`src/rtl/load_store_unit.sv`:
```
// Load/store unit: byte/halfword/word accesses to a word-only data memory.
// Sub-word stores are done as read-modify-write of the containing word.
`timescale 1ns/1ps
module load_store_unit #(
  parameter bit CHECK_ALIGN = 1'b1
) (
  input  logic        clk,
  input  logic        reset,
  input  logic        req_valid,
  output logic        req_ready,
  input  logic        req_write,
  input  logic [1:0]  req_size,
  input  logic        req_signed,
  input  logic [31:0] req_addr,
  input  logic [31:0] req_wdata,
  output logic        resp_valid,
  output logic [31:0] resp_rdata,
  output logic        resp_fault,
  output logic        mem_we,
  output logic [31:0] mem_addr,
  output logic [31:0] mem_wdata,
  input  logic [31:0] mem_rdata
);

  localparam int unsigned XLEN = 32;
  localparam logic [1:0] SZ_BYTE = 2'b00;
  localparam logic [1:0] SZ_HALF = 2'b01;
  localparam logic [1:0] SZ_WORD = 2'b10;

  typedef enum logic [1:0] {
    S_IDLE  = 2'd0,
    S_READ  = 2'd1,
    S_WRITE = 2'd2,
    S_RESP  = 2'd3
  } state_t;

  state_t state, state_nxt;

  logic            wr_q;
  logic [1:0]      size_q;
  logic            sgn_q;
  logic [XLEN-1:0] addr_q;
  logic [XLEN-1:0] wdata_q;
  logic [XLEN-1:0] data_q;
  logic            fault_q;

  logic            fault_c;
  logic            accept;
  logic [XLEN-1:0] merged;
  logic [XLEN-1:0] load_val;
  logic [7:0]      byte_val;
  logic [15:0]     half_val;

  assign accept = (state == S_IDLE) && req_valid;

  // Reserved size always faults; alignment only checked when enabled.
  always_comb begin
    fault_c = 1'b0;
    if (req_size == 2'b11) begin
      fault_c = 1'b1;
    end else if (CHECK_ALIGN) begin
      if (req_size == SZ_HALF && req_addr[0])
        fault_c = 1'b1;
      else if (req_size == SZ_WORD && req_addr[1:0] != 2'b00)
        fault_c = 1'b1;
    end
  end

  always_ff @(posedge clk or posedge reset) begin
    if (reset) state <= S_IDLE;
    else       state <= state_nxt;
  end

  // Request capture and read-data capture.
  always_ff @(posedge clk or posedge reset) begin
    if (reset) begin
      wr_q    <= 1'b0;
      size_q  <= 2'b00;
      sgn_q   <= 1'b0;
      addr_q  <= '0;
      wdata_q <= '0;
      data_q  <= '0;
      fault_q <= 1'b0;
    end else begin
      if (accept) begin
        wr_q    <= req_write;
        size_q  <= req_size;
        sgn_q   <= req_signed;
        addr_q  <= req_addr;
        wdata_q <= req_wdata;
        fault_q <= fault_c;
      end
      if (state == S_READ)
        data_q <= mem_rdata;
    end
  end

  // Store data merged into the captured word on little-endian lanes.
  always_comb begin
    merged = data_q;
    case (size_q)
      SZ_BYTE: merged[{addr_q[1:0], 3'b000} +: 8]  = wdata_q[7:0];
      SZ_HALF: merged[{addr_q[1], 4'b0000} +: 16]  = wdata_q[15:0];
      SZ_WORD: merged = wdata_q;
      default: merged = data_q;
    endcase
  end

  // Load extraction with optional sign extension.
  always_comb begin
    byte_val = data_q[{addr_q[1:0], 3'b000} +: 8];
    half_val = data_q[{addr_q[1], 4'b0000} +: 16];
    case (size_q)
      SZ_BYTE: load_val = {{24{sgn_q & byte_val[7]}}, byte_val};
      SZ_HALF: load_val = {{16{sgn_q & half_val[15]}}, half_val};
      default: load_val = data_q;
    endcase
  end

  always_comb begin
    state_nxt  = state;
    req_ready  = 1'b0;
    resp_valid = 1'b0;
    resp_rdata = '0;
    resp_fault = 1'b0;
    mem_we     = 1'b0;
    mem_addr   = '0;
    mem_wdata  = '0;
    case (state)
      S_IDLE: begin
        req_ready = ~reset;
        if (req_valid) begin
          if (fault_c)
            state_nxt = S_RESP;
          else if (req_write && req_size == SZ_WORD)
            state_nxt = S_WRITE;
          else
            state_nxt = S_READ;
        end
      end
      S_READ: begin
        mem_addr  = {addr_q[XLEN-1:2], 2'b00};
        state_nxt = wr_q ? S_WRITE : S_RESP;
      end
      S_WRITE: begin
        mem_we    = 1'b1;
        mem_addr  = {addr_q[XLEN-1:2], 2'b00};
        mem_wdata = merged;
        state_nxt = S_RESP;
      end
      S_RESP: begin
        resp_valid = 1'b1;
        resp_fault = fault_q;
        if (!wr_q && !fault_q)
          resp_rdata = load_val;
        state_nxt = S_IDLE;
      end
      default: state_nxt = S_IDLE;
    endcase
  end

endmodule

```
`config.mk`:
```
export PLATFORM = sky130hd
export DESIGN_NAME = load_store_unit
export DESIGN_NICKNAME = d
export VERILOG_FILES = /design/src/rtl/load_store_unit.sv
export SDC_FILE = /design/constraint.sdc
export NUM_CORES = 1
export LEC_CHECK = 0
export BUFFER_PORTS_ARGS = -buffer_cell sky130_fd_sc_hd__buf_2
export CAP_MARGIN = 20
export CORE_AREA = 2 2 128 130
export DETAILED_ROUTE_END_ITERATION = 12
export DIE_AREA = 0 0 130 132
export GPL_TIMING_DRIVEN = 1
export PLACE_DENSITY = 0.67
export SLEW_MARGIN = 10
export SYNTH_ARGS = -nofsm -noshare
export SYNTH_HDL_FRONTEND = slang
export SYNTH_SLANG_ARGS = --single-unit
```
`constraint.sdc`:
```
create_clock -name clk -period 6.3 [get_ports clk]
set_input_delay 0.63 -clock clk [delete_from_list [all_inputs] [get_ports clk]]
set_output_delay 0.63 -clock clk [all_outputs]
set_load 0.05 [all_outputs]
```
### Yosys cells after proc, flatten, opt, wreduce, memory -nomap -nowiden

Cells that the tools add are included.

| word-level totals | value |
|---|---|
| bits in registers | 103 |
| input port bits | 103 |
| output and inout port bits | 100 |
| logic and storage cells | 59 |

| operators by class | value |
|---|---|
| add/sub/neg operators | 2 |
| equality and inequality tests | 9 |
| shifts and indexed selects | 6 |
| mux-type cells | 20 |
| bitwise logic cells | 3 |
| reductions and logical operators | 11 |

Operators by type and width:

| operator | number |
|---|---|
| $mux W32 | 4 |
| $pmux W32 S3 | 1 |
| $bwmux W32 | 2 |
| $pmux W32 S2 | 1 |
| $shift A16 B7 Y32 const A | 1 |
| $shift A8 B7 Y32 const A | 1 |
| $shiftx A16 B7 Y32 | 1 |
| $shiftx A32 B6 Y16 | 1 |
| $shiftx A32 B6 Y8 | 1 |
| $shiftx A8 B7 Y32 | 1 |
| $neg A5 Y7 | 2 |
| $eq A2 B2 Y1 const B | 5 |
| $mux W1 | 8 |
| $pmux W2 S4 | 1 |
| $eq A2 B1 Y1 const B | 3 |
| $mux W2 | 3 |
| $logic_and A1 B1 Y1 | 5 |
| $logic_not A2 Y1 | 2 |
| $and A1 B1 Y1 | 2 |
| $logic_not A1 Y1 | 2 |
| $ne A2 B2 Y1 const B | 1 |
| $reduce_bool A2 Y1 | 1 |
| $reduce_or A2 Y1 | 1 |
| $not A1 Y1 | 1 |

### Logic depth before layout (Yosys ltp)

| depth | value |
|---|---|
| depth in word-level cells | 8 |
| depth in mapped cells | 8 |
| depth with buffers taken out | 6 |

### Worst setup path after synthesis

OpenSTA, ideal clock, no wires.

| path | value |
|---|---|
| path type | reg-to-output |
| start | reg addr_q[0] |
| end | out mem_wdata[16] |
| arrival time | 2951 ps |
| required time | 5670 ps |
| slack | 2719 ps |
| cell stages (with the launch flop) | 8 |
| buffers on the path | 1 |
| cell sequence | dfrtp_1 > buf_2 > inv_1 > ha_1 > nand2_1 > nor4b_2 > nand2_1 > a21boi_0 |

| on the way | value |
|---|---|
| word-level cells in the longest chain between the ends | 5 |
| elaborated cells between the ends (all ways) | 6 |
| those cells by class | add/sub: 1; shift: 2; mux: 3 |

RTL lines:

| what | RTL line | source |
|---|---|---|
| start, declared | 42 | `logic [XLEN-1:0] addr_q;` |
| start signal, assigned | 89 | `addr_q <= req_addr;` |
| $neg A5 Y7 * | 102 | `SZ_BYTE: merged[{addr_q[1:0], 3'b000} +: 8] = wdata_q[7:0];` |
| $shiftx A8 B7 Y32 or $shift A8 B7 Y32 (tied branches) | 102 |  |
| $bwmux W32 * | 102 |  |
| $pmux W32 S3 * | 101 | `case (size_q)` |
| $mux W32 * | 129 | `case (state)` |
| end, declared | 21 | `output logic [31:0] mem_wdata,` |

Every way passes the cells marked *; elsewhere a longest branch is shown, timed or not.

### Worst setup path in the final report

| path | value |
|---|---|
| start | reg addr_q[1] |
| end | out mem_wdata[23] |

| on the way | value |
|---|---|
| word-level cells in the longest chain between the ends | 5 |
| elaborated cells between the ends (all ways) | 10 |
| those cells by class | add/sub: 2; shift: 4; mux: 4 |

RTL lines:

| what | RTL line | source |
|---|---|---|
| $neg A5 Y7, on equally long branches | 103, 102 |  |
| $shiftx A16 B7 Y32, or another cell as far along | 103 | `SZ_HALF: merged[{addr_q[1], 4'b0000} +: 16] = wdata_q[15:0];` |
| $bwmux W32, on equally long branches | 103, 102 |  |
| $pmux W32 S3 * | 101 |  |
| $mux W32 * | 129 |  |

Marked as above.

==> metrics.log <==
[metrics] outcome: finished, final reports clean
[metrics] predominant post-synthesis flop cell: dfrtp_1
[metrics] async set-or-reset flop fraction in the synthesized netlist: 1.00
[metrics] count of buffers inserted at the top-level ports: 200
[metrics] path type of the worst setup path: flop to primary output
[metrics] busiest grt layer: met2
[metrics] number of buffers added by the clock tree synthesis step: 9
[metrics] count of nets left with antenna violations after detail routing: 0
[metrics] number of levels in the clock H-tree: 3
[metrics] number of flops mapped to enable cells by yosys: 0
[metrics] fraction of met1 tracks used by global routing: 0.295
[metrics] Clock Tree Root: clkbuf_16
[metrics] cell taking the most area after synthesis: dfrtp_1
[metrics] Required @ worst endpoint: 5670 ps
[metrics] Filler cells: approximately 1500
[metrics] Critical Path Most Common Cell: nand2_1
[metrics] Largest stage delay, worst path: 750 ps
[metrics] CP max FO: 23
[metrics] vias after detailed routing: between 5000 and 6000
[metrics] maximum operating frequency: 0.231 GHz
[metrics] count of unresolved DRC violations after routing: 0
[metrics] commonest cells after routing, fill and taps aside: buf_2 (200), nand2_1 (119), mux2_2 (108)
[metrics] max-slew violation count: 0
[metrics] signed area change from the synthesized netlist to the final layout: 23.0%
[metrics] met2 GRT Util: 0.330
[metrics] vias in the first global route: 5274
[metrics] fraction of synthesized cell area taken by the top area cell type: 0.413
[metrics] CTS tree: yes
[metrics] final hold violation count: 0
[metrics] post-DP HPWL: 13700 µm
[metrics] DRC violation total after the first TritonRoute iteration: 427
[metrics] GR Util All Layers: 0.219
[metrics] design area: 7670 µm²
[metrics] clock input transition at the sequential cells of the worst setup and hold paths: 80 ps
[metrics] classification of the worst-slack hold path: primary input to asynchronous set/reset pin
[metrics] pin count of the biggest net entering global routing: 67
[metrics] most common library cell in the layout ignoring fill and taps: buf_2
[metrics] Clock Sink Count: a little over 100
[metrics] number of setup buffers added after CTS: 0
[metrics] proportion of layout cells with a drive suffix above 1: 0.464
[metrics] crit path DAT: approximately 3700 ps
[metrics] post-synth cell types: 47
[metrics] clock latency reported for the late side of the worst-skew pair: 360 ps
[metrics] Core Region: ~16000 µm²
[metrics] Detailed Routing Iterations Pass 1: 4
[metrics] startpoint of the most critical register-to-register path: state[0]$_DFFE_PP0P_
[metrics] grt met3 use: 0.0735
[metrics] count of standard-cell rows: 46
[metrics] post-DR wirelength/cell: 18.3 µm
[metrics] antenna violations before repair: 4
[metrics] maximum clock path buffer count: 2
[metrics] yosys synthesis warning count: 0
[metrics] final worst clock skew: 11.9 ps
[metrics] crit-path leading delay family: simple AND/OR/NAND/NOR gates
[metrics] part of the Yosys area used for sequential elements: 0.413
[metrics] Boundary Pins: ~200
[metrics] Placed Instance Area: 7360 µm²
[metrics] initial core utilization: 0.397
[metrics] main area contributors after synthesis: dfrtp_1 (41%), mux2_2 (19%), nand2_1 (7.2%)
[metrics] series of cell instances along the critical path: buf_4 > inv_1 > ha_1 > nand2_1 > nor4b_2 > nand2_1 > a21boi_0 > buf_2
[metrics] Die Wd: approximately 130 µm
[metrics] Setup Viol. Count Final: 0
[metrics] Min Clock Period, post-route: 4330 ps
[metrics] floorplan die height: 132 µm
[metrics] Critical Path Start: addr_q[1]$_DFFE_PP0P_
[metrics] average via count per standard cell: around 5.3
[metrics] final routed wirelength across all metal layers: 18400 µm
[metrics] Bufs and invs on worst path: 3
[metrics] global-route wire length before repair: between 20000 and 30000 µm
[metrics] final weighted congestion of routability-driven global placement: around 0.85
[metrics] launching element type of the critical path: flop
[metrics] average cell area after synthesis: around 10 µm²
[metrics] flop and latch count out of synthesis: ~100
[metrics] total overflow reported by the global router: 0
[metrics] slowest library cell on the worst path: nor4b_2
[metrics] endpoint kind of the worst setup timing path: primary output
[metrics] post-synthesis cell area: 6240 µm²
[metrics] final worst-path setup slack: 1970 ps
[metrics] worst max-slew margin expressed relative to the limit: 0.259
[metrics] unrepaired setup endpoints after global routing: no
[metrics] area enclosed by the die boundary: 17200 µm²
[metrics] count of nets after finishing: between 800 and 900
[metrics] transition at the pin with the smallest max-transition slack: 1110 ps
[metrics] accumulated negative setup slack: 0 ps
[metrics] setup slack at placement: 2370 ps
[metrics] synthesized instance count: 610
[metrics] number of buffers added to fix hold violations after cts: 0
[metrics] total of cells resized after clock tree synthesis: 0
[metrics] fraction of the cycle the final worst path needs: 0.687
[metrics] max-cap violation count: 0
==> flip-flops by register name (all words and copies together) (netlist names) <==
register / count
wr_q: 1
state: 2
wdata_q: 32
size_q: 2
addr_q: 32
fault_q: 1
sgn_q: 1
data_q: 32
==> worst register-to-register path, cell delays in order (launching register included) <==
cell and delay, ps:
dfrtp_1 390, inv_1 100, ha_1 240, nand2_2 210
buf_4 660, mux2_2 470
==> cell type report <==
type	count	area, µm²	share of cell area
repair buffers	208	1070	0.140
well taps	216	270	0.0352
inverters	7	28.8	0.00375
clock inverters	6	61.3	0.00799
multi-input cells	454	3430	0.447
clock buffers	10	229	0.0298
diodes	1	2.50	0.000326
flip-flops and latches	103	2580	0.336
==> routing by layer <==
layer,vias up,routed length [µm]
met5,-,30
met4,4,461
met3,36,1780
met2,234,8090
met1,2525,8060
li1,2541,-
==> synth_stat cells (7+ instances only) <==
library cell / n
a21boi_0: 15
nor3b_1: 18
mux2i_1: 10
a211oi_1: 16
a31o_2: 23
buf_1: 10
nand2_1: 120
a31oi_1: 8
dfrtp_1: 103
a221oi_1: 9
o221ai_1: 7
clkbuf_1: 17
a22o_1: 8
o211a_1: 7
and2_1: 32
o22ai_1: 11
mux2_2: 108
a21boi_1: 9
buf_2: 15
ha_1: 10
==> logic make-up after synthesis <==
kind of cell	count (synthesis)	synth area share
other	1	0.000601
flip-flops	103	0.413
multiplexers	118	0.211
buffers and inverters	54	0.0385
adder cells (fa/ha/maj)	10	0.0200
AO/OA/AOI/OAI	125	0.159
AND/OR/NAND/NOR	199	0.158
==> stage by stage <==
stage	hold WS (ps)	utilization	cells
2_1_floorplan	464	-	611
3_5_place_dp	485	0.469	987
5_1_grt	397	0.488	1005
3_3_place_gp	479	0.469	987
6_report	348	0.488	1005
4_1_cts	367	0.487	1003
==> path summary, 6_finish.rpt <==
check / to / slack, ps / cells after the start
max: mem_wdata[23] / 1970 / 8
min: addr_q[5]$_DFFE_PP0P_ / 350 / 2
max reg2reg: wdata_q[18]$_DFFE_PP0P_ / 4110 / 5
min reg2reg: addr_q[18]$_DFFE_PP0P_ / 500 / 1
max in group asynchronous: size_q[1]$_DFFE_PP0P_ / 4770 / 3
min in group clk: addr_q[16]$_DFFE_PP0P_ / 490 / 2
Power is not shown: default switching activity piles up to over one toggle a cycle in this logic, so the estimate is an artifact.
